### config.mk
export PLATFORM = sky130hd
export DESIGN_NAME = pp_pipeline_accel_requant_pack
export DESIGN_NICKNAME = d
export VERILOG_FILES = /design/src/rtl/pp_requant_pkg.sv /design/src/rtl/pp_requant_fifo.sv /design/src/rtl/pp_pipeline_accel_requant_pack.sv
export SDC_FILE = /design/constraint.sdc
export NUM_CORES = 1
export LEC_CHECK = 0
export BUFFER_PORTS_ARGS = -buffer_cell sky130_fd_sc_hd__buf_4
export CORE_ASPECT_RATIO = 1.25
export CORE_MARGIN = 1.5
export CORE_UTILIZATION = 50
export CTS_CLUSTER_DIAMETER = 80
export CTS_CLUSTER_SIZE = 10
export DETAILED_ROUTE_END_ITERATION = 12
export PLACE_DENSITY = 0.74
export SETUP_SLACK_MARGIN = 0.2
export SYNTH_ARGS = -nofsm -noshare
export SYNTH_HDL_FRONTEND = slang
export SYNTH_SLANG_ARGS = --single-unit
export TNS_END_PERCENT = 10
### constraint.sdc
create_clock -name clk -period 5.3 [get_ports clk]
set_input_delay 0.53 -clock clk [delete_from_list [all_inputs] [get_ports clk]]
set_output_delay 0.53 -clock clk [all_outputs]
set_load 0.03 [all_outputs]
### src/rtl/pp_requant_pkg.sv
// Shared types and constants for the requant/pack stage.
package pp_requant_pkg;

  localparam int PP_IN_W      = 21;
  localparam int PP_OUT_W     = 8;
  localparam int PP_DIM_W     = 12;
  localparam int PP_SHIFT_MAX = 20;

  typedef enum logic [1:0] {
    IDLE  = 2'd0,
    RUN   = 2'd1,
    DRAIN = 2'd2
  } state_t;

  // Sideband flags that ride alongside each pixel through the pipe and FIFO
  typedef struct packed {
    logic user;
    logic last;
  } flags_t;

  // Half-LSB rounding constant for a right shift of 'shift' bits
  function automatic logic [PP_IN_W:0] rnd_const(input logic [4:0] shift);
    logic [PP_IN_W:0] r;
    r = '0;
    if (shift != 5'd0) r[shift - 5'd1] = 1'b1;
    return r;
  endfunction

endpackage

### src/rtl/pp_requant_fifo.sv
// Small synchronous FIFO with registered storage and an occupancy count.
// Read data is presented from the head entry whenever the FIFO is non-empty.
module pp_requant_fifo #(
  parameter  int W     = 10,
  parameter  int DEPTH = 4,
  localparam int AW    = $clog2(DEPTH)
)(
  input  logic         clk,
  input  logic         reset,
  input  logic         push,
  input  logic [W-1:0] wdata,
  input  logic         pop,
  output logic [W-1:0] rdata,
  output logic         valid,
  output logic [AW:0]  count
);

  logic [DEPTH-1:0][W-1:0] mem_q, mem_d;
  logic [AW-1:0]           wr_q, wr_d, rd_q, rd_d;
  logic [AW:0]             cnt_q, cnt_d;
  logic                    do_push, do_pop;

  // Next-state for storage, pointers and count; push+pop together keeps count
  always_comb begin
    do_pop  = pop && (cnt_q != '0);
    do_push = push && ((cnt_q != (AW+1)'(DEPTH)) || do_pop);
    mem_d   = mem_q;
    wr_d    = wr_q;
    rd_d    = rd_q;
    cnt_d   = cnt_q;
    if (do_push) begin
      mem_d[wr_q] = wdata;
      wr_d        = wr_q + 1'b1;
    end
    if (do_pop) rd_d = rd_q + 1'b1;
    case ({do_push, do_pop})
      2'b10:   cnt_d = cnt_q + 1'b1;
      2'b01:   cnt_d = cnt_q - 1'b1;
      default: cnt_d = cnt_q;
    endcase
  end

  // State registers; storage is cleared too so the output reads 0 after reset
  always_ff @(posedge clk or posedge reset) begin
    if (reset) begin
      mem_q <= '0;
      wr_q  <= '0;
      rd_q  <= '0;
      cnt_q <= '0;
    end else begin
      mem_q <= mem_d;
      wr_q  <= wr_d;
      rd_q  <= rd_d;
      cnt_q <= cnt_d;
    end
  end

  assign rdata = mem_q[rd_q];
  assign valid = (cnt_q != '0);
  assign count = cnt_q;

endmodule

### src/rtl/pp_pipeline_accel_requant_pack.sv
// Requant/pack stage behind the 8x13+15 muladd: round, shift, saturate each
// MAC result to an OUT_W pixel and stream it out with SOF (user) / EOL (last).
// Optional feature macro: PP_REQUANT_SATCNT_EN adds a saturation counter port.
// din_ready is built from registers only, since it also gates the muladd ce.
module pp_pipeline_accel_requant_pack
  import pp_requant_pkg::*;
#(
  parameter int IN_W       = PP_IN_W,
  parameter int OUT_W      = PP_OUT_W,
  parameter int DIM_W      = PP_DIM_W,
  parameter int FIFO_DEPTH = 4
)(
  input  logic             clk,
  input  logic             reset,
`ifdef PP_REQUANT_SATCNT_EN
  output logic [15:0]      sat_count,
`endif
  input  logic             start,
  input  logic [4:0]       cfg_shift,
  input  logic [DIM_W-1:0] cfg_cols,
  input  logic [DIM_W-1:0] cfg_rows,
  input  logic             din_valid,
  input  logic [IN_W-1:0]  din,
  output logic             din_ready,
  output logic             dout_valid,
  output logic [OUT_W-1:0] dout,
  output logic             dout_user,
  output logic             dout_last,
  input  logic             dout_ready,
  output logic             busy,
  output logic             done
);

  localparam int SUM_W = IN_W + 1;
  localparam int CNT_W = $clog2(FIFO_DEPTH) + 1;
  localparam int REM_W = 2 * DIM_W;
  localparam logic [SUM_W-1:0] PIX_MAX = SUM_W'((1 << OUT_W) - 1);
  localparam logic [CNT_W:0]   DEPTH_V = (CNT_W+1)'(FIFO_DEPTH);

  state_t             state_q, state_d;
  logic [4:0]         shift_q, shift_d;
  logic [DIM_W-1:0]   cols_q, cols_d, col_q, col_d;
  logic [REM_W-1:0]   rem_q, rem_d;
  logic               first_q, first_d, done_q, done_d;
  logic [1:0]         vld_pipe_q, vld_pipe_d;   // [0]=S1, [1]=S2
  logic [SUM_W-1:0]   sum1_q, sum1_d;
  flags_t             flg1_q, flg1_d, flg2_q, flg2_d;
  logic [OUT_W-1:0]   pix2_q, pix2_d;
`ifdef PP_REQUANT_SATCNT_EN
  logic [15:0]        sat_q, sat_d;
`endif
  logic [CNT_W-1:0]   fifo_count;
  logic [CNT_W:0]     occupancy;
  logic [SUM_W-1:0]   q2;
  logic               sat2, accept, line_end;
  logic [OUT_W+1:0]   fifo_rdata;

  // Accept only while every sample in flight already owns a FIFO slot
  always_comb begin
    occupancy = (CNT_W+1)'(fifo_count) + (CNT_W+1)'(vld_pipe_q[0]) +
                (CNT_W+1)'(vld_pipe_q[1]);
    din_ready = (state_q == RUN) && (rem_q != '0) && (occupancy < DEPTH_V);
  end

  assign accept   = din_valid && din_ready;
  assign line_end = (col_q == cols_q - DIM_W'(1));
  assign q2       = sum1_q >> shift_q;
  assign sat2     = (q2 > PIX_MAX);

  // Frame FSM, counters and the two datapath stages
  always_comb begin
    state_d    = state_q;
    shift_d    = shift_q;
    cols_d     = cols_q;
    col_d      = col_q;
    rem_d      = rem_q;
    first_d    = first_q;
    done_d     = 1'b0;
    vld_pipe_d = {vld_pipe_q[0], accept};
    sum1_d     = sum1_q;
    flg1_d     = flg1_q;
    pix2_d     = pix2_q;
    flg2_d     = flg2_q;
`ifdef PP_REQUANT_SATCNT_EN
    sat_d      = sat_q;
    if (vld_pipe_q[0] && sat2 && (sat_q != 16'hFFFF)) sat_d = sat_q + 16'd1;
`endif

    case (state_q)
      IDLE: if (start) begin
        shift_d = (cfg_shift > 5'(PP_SHIFT_MAX)) ? 5'(PP_SHIFT_MAX) : cfg_shift;
        cols_d  = cfg_cols;
        rem_d   = REM_W'(cfg_cols) * REM_W'(cfg_rows);
        col_d   = '0;
        first_d = 1'b1;
        // Empty frame goes straight to DRAIN so done still follows start
        state_d = ((cfg_cols == '0) || (cfg_rows == '0)) ? DRAIN : RUN;
`ifdef PP_REQUANT_SATCNT_EN
        sat_d   = '0;
`endif
      end
      RUN: if (accept) begin
        rem_d   = rem_q - REM_W'(1);
        col_d   = line_end ? '0 : col_q + DIM_W'(1);
        first_d = 1'b0;
        if (rem_q == REM_W'(1)) state_d = DRAIN;
      end
      DRAIN: if ((vld_pipe_q == '0) && (fifo_count == '0)) begin
        state_d = IDLE;
        done_d  = 1'b1;
      end
      default: state_d = IDLE;
    endcase

    // S1: add the rounding constant; flags are captured with the sample
    if (accept) begin
      sum1_d      = {1'b0, din} + SUM_W'(rnd_const(shift_q));
      flg1_d.user = first_q;
      flg1_d.last = line_end;
    end
    // S2: shift and clip to the pixel range
    if (vld_pipe_q[0]) begin
      pix2_d = sat2 ? '1 : q2[OUT_W-1:0];
      flg2_d = flg1_q;
    end
  end

  // All state registers, cleared by the asynchronous reset
  always_ff @(posedge clk or posedge reset) begin
    if (reset) begin
      state_q    <= IDLE;
      shift_q    <= '0;
      cols_q     <= '0;
      col_q      <= '0;
      rem_q      <= '0;
      first_q    <= 1'b0;
      done_q     <= 1'b0;
      vld_pipe_q <= '0;
      sum1_q     <= '0;
      flg1_q     <= '0;
      pix2_q     <= '0;
      flg2_q     <= '0;
`ifdef PP_REQUANT_SATCNT_EN
      sat_q      <= '0;
`endif
    end else begin
      state_q    <= state_d;
      shift_q    <= shift_d;
      cols_q     <= cols_d;
      col_q      <= col_d;
      rem_q      <= rem_d;
      first_q    <= first_d;
      done_q     <= done_d;
      vld_pipe_q <= vld_pipe_d;
      sum1_q     <= sum1_d;
      flg1_q     <= flg1_d;
      pix2_q     <= pix2_d;
      flg2_q     <= flg2_d;
`ifdef PP_REQUANT_SATCNT_EN
      sat_q      <= sat_d;
`endif
    end
  end

  pp_requant_fifo #(
    .W     (OUT_W + 2),
    .DEPTH (FIFO_DEPTH)
  ) u_fifo (
    .clk   (clk),
    .reset (reset),
    .push  (vld_pipe_q[1]),
    .wdata ({flg2_q.user, flg2_q.last, pix2_q}),
    .pop   (dout_ready),
    .rdata (fifo_rdata),
    .valid (dout_valid),
    .count (fifo_count)
  );

  assign dout      = fifo_rdata[OUT_W-1:0];
  assign dout_last = fifo_rdata[OUT_W];
  assign dout_user = fifo_rdata[OUT_W+1];
  assign busy      = (state_q != IDLE);
  assign done      = done_q;
`ifdef PP_REQUANT_SATCNT_EN
  assign sat_count = sat_q;
`endif

endmodule
======== Word level (Yosys, flattened, before mapping) ========
Cells that the tools add are included.
operators by class
  add/subtract/negate cells ............... 11
  multiply operators ...................... 1
  multiplexer cells ....................... 30
  shift operators ......................... 1
  order comparisons ....................... 8
  equal/unequal tests ..................... 11
  reductions and logical operators ........ 24
operator list
  kind                                                 number
  2-to-1 mux 24 bit                                    2
  one-hot mux 24 bit (2 select lines)                  1
  2-to-1 mux 22 bit                                    2
  bitwise mux 40 bit                                   1
  2-to-1 mux 12 bit                                    3
  == test 24 x 1 -> 1 bit, second input constant       1
  zero test 12 bit                                     2
  multiplier 12 x 12 -> 24 bit                         1
  one-hot mux 12 bit (2 select lines)                  1
  nonzero test 24 bit                                  1
  subtractor 24 x 1 -> 24 bit, second input constant   1
  adder 21 x 22 -> 22 bit                              1
  > comparator 22 x 8 -> 1 bit, second input constant  1
  >> shifter 22 x 5 -> 22 bit                          1
  binary-select mux 10 bit (select 2 bit)              1
  demux 10 bit (select 2 bit)                          1
  2-to-1 mux 10 bit                                    2
  adder 12 x 1 -> 12 bit, second input constant        1
  == test 12 bit                                       1
  subtractor 12 x 1 -> 12 bit, second input constant   1
  2-to-1 mux 2 bit                                     5
  logical AND 1 bit                                    8
  2-to-1 mux 8 bit                                     1
  < comparator 2 x 3 -> 1 bit, second input constant   2
  other kinds (31)                                     44
word-level totals
  register bits after elaboration ......... 140
  output and inout bits ................... 14
  logic and storage cells ................. 107

======== Longest topological paths before layout ========
  depth after elaboration ................. 8
  depth in mapped cells ................... 21
  depth with buffers taken out ............ 20

======== Hierarchy ========
From an unflattened synthesis, not the netlist that was laid out.
unflattened totals
  cell total of the unflattened synthesis .. 1488
  area, all modules ....................... 13504.2 um2
modules (own cells, without submodules)
  module                          times used  area each (um2)  cells an instance
  pp_pipeline_accel_requant_pack  1           11272.1          1346
  pp_requant_fifo                 1           2232.1           142

======== Worst setup path after synthesis ========
No wires, ideal clock.
  path kind ............................... input to register
  from .................................... input port cfg_rows[5]
  to ...................................... register rem_q[20]
  setup slack ............................. -0.120 ns
  data arrival time ....................... 5.279 ns
  stages on the path ...................... 18
  library setup time ...................... 0.141 ns
  cell sequence ........................... clkbuf_1 > nand2_1 > fa_1 > fa_1 > fa_1 > inv_1 > fa_1 > inv_1 > fa_1 > inv_1 > ha_1 > or2_2 > a21oi_1 > a211oi_1 > or3_1 > a41oi_1 > xor2_1 > o221ai_1
on the way
  longest elaborated chain between the ends .. 3
RTL lines
  element                              RTL line                               RTL
  from (decl)                          pp_pipeline_accel_requant_pack.sv:21   input logic [DIM_W-1:0] cfg_rows,
  multiplier 12 x 12 -> 24 bit         pp_pipeline_accel_requant_pack.sv:93   rem_d = REM_W'(cfg_cols) * REM_W'(cfg_rows);
  2-to-1 mux 24 bit                    pp_pipeline_accel_requant_pack.sv:90   IDLE: if (start) begin
  one-hot mux 24 bit (2 select lines)  pp_pipeline_accel_requant_pack.sv:89   case (state_q)
  to (signal assigned)                 pp_pipeline_accel_requant_pack.sv:151  rem_q <= rem_d;
  to (decl)                            pp_pipeline_accel_requant_pack.sv:43   logic [REM_W-1:0] rem_q, rem_d;
Every way passes these cells. The select of a mux whose other input is x is not followed.
A chain may end at the register's enable or synchronous reset.

======== Worst setup path in the final report ========
  from .................................... input port cfg_cols[5]
  to ...................................... register rem_q[20]
on the way
  longest elaborated chain between the ends .. 3
RTL lines
  element                              RTL line                              RTL
  from (decl)                          pp_pipeline_accel_requant_pack.sv:20  input logic [DIM_W-1:0] cfg_cols,
  multiplier 12 x 12 -> 24 bit         pp_pipeline_accel_requant_pack.sv:93
  2-to-1 mux 24 bit                    pp_pipeline_accel_requant_pack.sv:90
  one-hot mux 24 bit (2 select lines)  pp_pipeline_accel_requant_pack.sv:89
Every way passes these cells. The select of a mux whose other input is x is not followed.

==> impl_metrics.csv <==
group,metric,value,unit
outcome,status,"complete, no violations",
synthesis,synth_top_area_cell,"dfrtp_1",
clock_tree,cts_setup_buffers,0,
die,die_area,0.0277,mm²
worst_setup_path,cp-end-kind,"register",
timing,relSlewSlack,31.3,%
synthesis,synth_top_area_share,26.2,%
synthesis,synthCells,1496,
timing,fmax,206,MHz
global_routing,antenna_found_initial,0,
final_layout,n_fill_cell,2316,
worst_setup_path,startpoint_type,"input pin",
synthesis,synth_edf_count,0,
worst_setup_path,path_max_fanout,14,
timing,period_share,91.7,%
placed_design,gp_congestion,0.917,
final_layout,drive_above_1_share,13.7,%
synthesis,synth-seq-area-share,26.2,%
run,cap_violations,0,
final_layout,seq_area,0.00350,mm²
detailed_routing,vias,10800,
die,die_w,149,µm
final_layout,utilization,56.9,%
worst_setup_path,required,5.59,ns
synthesis,synth_top_cells_by_area,"dfrtp_1, fa_1, ha_1",
synthesis,ys_types,69,
power,leakagePower,7.20,nW
final_layout,antenna_cells,0,
detailed_routing,drc,0,
clock_tree,cts.sinks,140,
placed_design,numPortBuffers,68,
synthesis,synthArstFlopShare,100,%
synthesis,yosys_warnings,0,
worst_setup_path,worstSetupPathType,"in -> reg",
detailed_routing,drt-pass1-iter-count,5,
global_routing,grt_overflow_total,0,
synthesis,syn_area_per_cell,8.93,µm²
detailed_routing,wl_per_cell,16.3,µm
synthesis,synth_common_cells,"nand2_1, inv_1, dfrtp_1",
clock_tree,cts.clk_slew.worst_paths,0.06,ns
timing,worst_slew_pin_slew,1.03,ns
worst_setup_path,cp.arrival,5.14,ns
die,start_util,51.0,%
power,max-vdd-ir-drop,0.359,mV
synthesis,synth_area,0.0134,mm²
timing,setup_violations,0,
synthesis,synthFlopType,"dfrtp_1",
final_layout,areaGrowthSynthToFinish,11.6,%
hold_path,hold_class,"in -> async",
synthesis,synth_fp_nets,1746,
placed_design,hpwlAfterDp,23.6,mm
detailed_routing,via_per_inst,5.68,
clock_tree,h-tree-depth,4,
clock_tree,cts_made_buffers,17,
worst_setup_path,r2r_start,"shift_q[2]",
clock_tree,clock_latency,0.43,ns
clock_tree,cts_buffer_depth,2,
placed_design,dp.cells,1868,
die,coreArea,0.0262,mm²
die,die_h,186,µm
timing,setup_tns,0,ns
timing,min_period,4.86,ns
synthesis,synth_seq_cells,140,
timing,hold_viol_final,0,
final_layout,nets,1797,
timing,slew_violations,0,
timing,grt_setup_unrepaired,"yes",
global_routing,grt_max_degree,99,
worst_setup_path,worst_r2r_path_depth,12,
die,rows,66,
global_routing,grt_pass1_wl,53.1,mm
power,power_density,579,mW/mm²
timing,final.setup_skew,0.0121,ns
detailed_routing,ant_nets,0,
die,ios,69,
worst_setup_path,cp-startpoint,"cfg_cols[5]",
clock_tree,root_buffer,"clkbuf_16",
detailed_routing,drtIter0Drc,448,
final_layout,multiInputGateArea,0.00900,mm²
final_layout,layout.cells.non_filler,1900,
global_routing,grt_usage,24.0,%
clock_tree,cts_tree,"yes",
detailed_routing,wl,31.0,mm
synthesis,yosys.cell_count.top_type,"nand2_1",
global_routing,grt_pass1_vias,11100,
[final cells by class]
class                           instances  area share [%]
Sequential cell                       140            23.5
Timing Repair Buffer                  104            5.24
Multi-Input combinational cell       1125            60.4
Inverter                              159            4.04
Tap cell                              340            2.85
Clock buffer                           19            2.97
Clock inverter                         13           0.974
[cell usage in the layout (no fill, tap or decap), types with 25 or more instances in the layout]
cell type and n:
mux2i_1 25, inv_1 158, xor2_1 25, buf_4 104, o21ai_0 92, nor2_1 92
ha_1 92, a21oi_1 57, and2_1 62, nand2_1 219, fa_1 102, dfrtp_1 140
mux2_2 36
[timing repair]
item / in CTS / in global routing
resized for setup: 0 / 1
endpoints found under the setup margin: 0 / 3
hold buffers: 0 / 0
[sequential cells by signal, indices dropped and copies added (netlist names)]
name	count
rem_q	24
u_fifo.wr_q	2
u_fifo.rd_q	2
u_fifo.mem_q	40
pix2_q	8
done	1
state_q	2
flg1_q	2
u_fifo.count	3
sum1_q	22
cols_q	12
shift_q	5
vld_pipe_q	2
first_q	1
col_q	12
flg2_q	2
[power by group]
group          switching (mW)  leakage (nW)  internal [mW]
Clock                   0.463         0.291          0.707
Sequential              0.525          1.73           1.52
Combinational            2.95          5.18           2.45
[metal layers]
| layer | GRT usage [%] | vias up | part of all wire, % | wire [µm] |
|---|---|---|---|---|
| li1 | - | 5165 | - | - |
| met1 | 29.8 | 5292 | 43 | 13400 |
| met2 | 43.0 | 286 | 50 | 15700 |
| met3 | 2.70 | 56 | 4.1 | 1270 |
| met4 | 8.40 | 0 | 2.4 | 750 |
| met5 | 0 | - | 0 | 0 |
[metrics by stage]
stage	area, µm²	total power, mW	setup slack [ns]	hold slack, ns
finish	14900	8.62	0.441	0.258
global route	14900	9.48	0.186	0.317
floorplan	13400	5.94	0.216	0.352
CTS	14900	8.64	0.376	0.315
detailed placement	14300	7.42	-0.0557	0.463
global placement	14300	7.27	0.0508	0.458
[worst max-delay path, cell delays in order]
cell	delay, ns
buf_4	0.19
nand2_1	0.10
fa_1	0.58
fa_1	0.45
fa_1	0.49
inv_1	0.06
fa_1	0.52
inv_1	0.05
fa_1	0.53
inv_1	0.06
ha_4	0.22
or2_2	0.30
a21oi_2	0.17
a211oi_2	0.08
or3_1	0.36
a41oi_2	0.16
xor2_1	0.15
o221ai_1	0.12
[cell families after synthesis]
family | count (synthesis) | synth area share [%]
compound gates | 286 | 13.6
xor+xnor | 49 | 3.21
fa+ha+maj | 195 | 24.0
buf+inv | 231 | 6.62
flops | 140 | 26.2
mux | 81 | 8.28
simple gates | 514 | 18.1
[path summary, 6_finish.rpt]
kind / endpoint / slack [ns]
min reg2reg: first_q / 0.47
min: u_fifo.mem_q[0] / 0.26
min in group clk: shift_q[1] / 0.33
max reg2reg: sum1_q[20] / 1.17
max in group asynchronous: rem_q[16] / 3.90
max: rem_q[20] / 0.44
No activity file was read; power rests on OpenSTA's default activity.
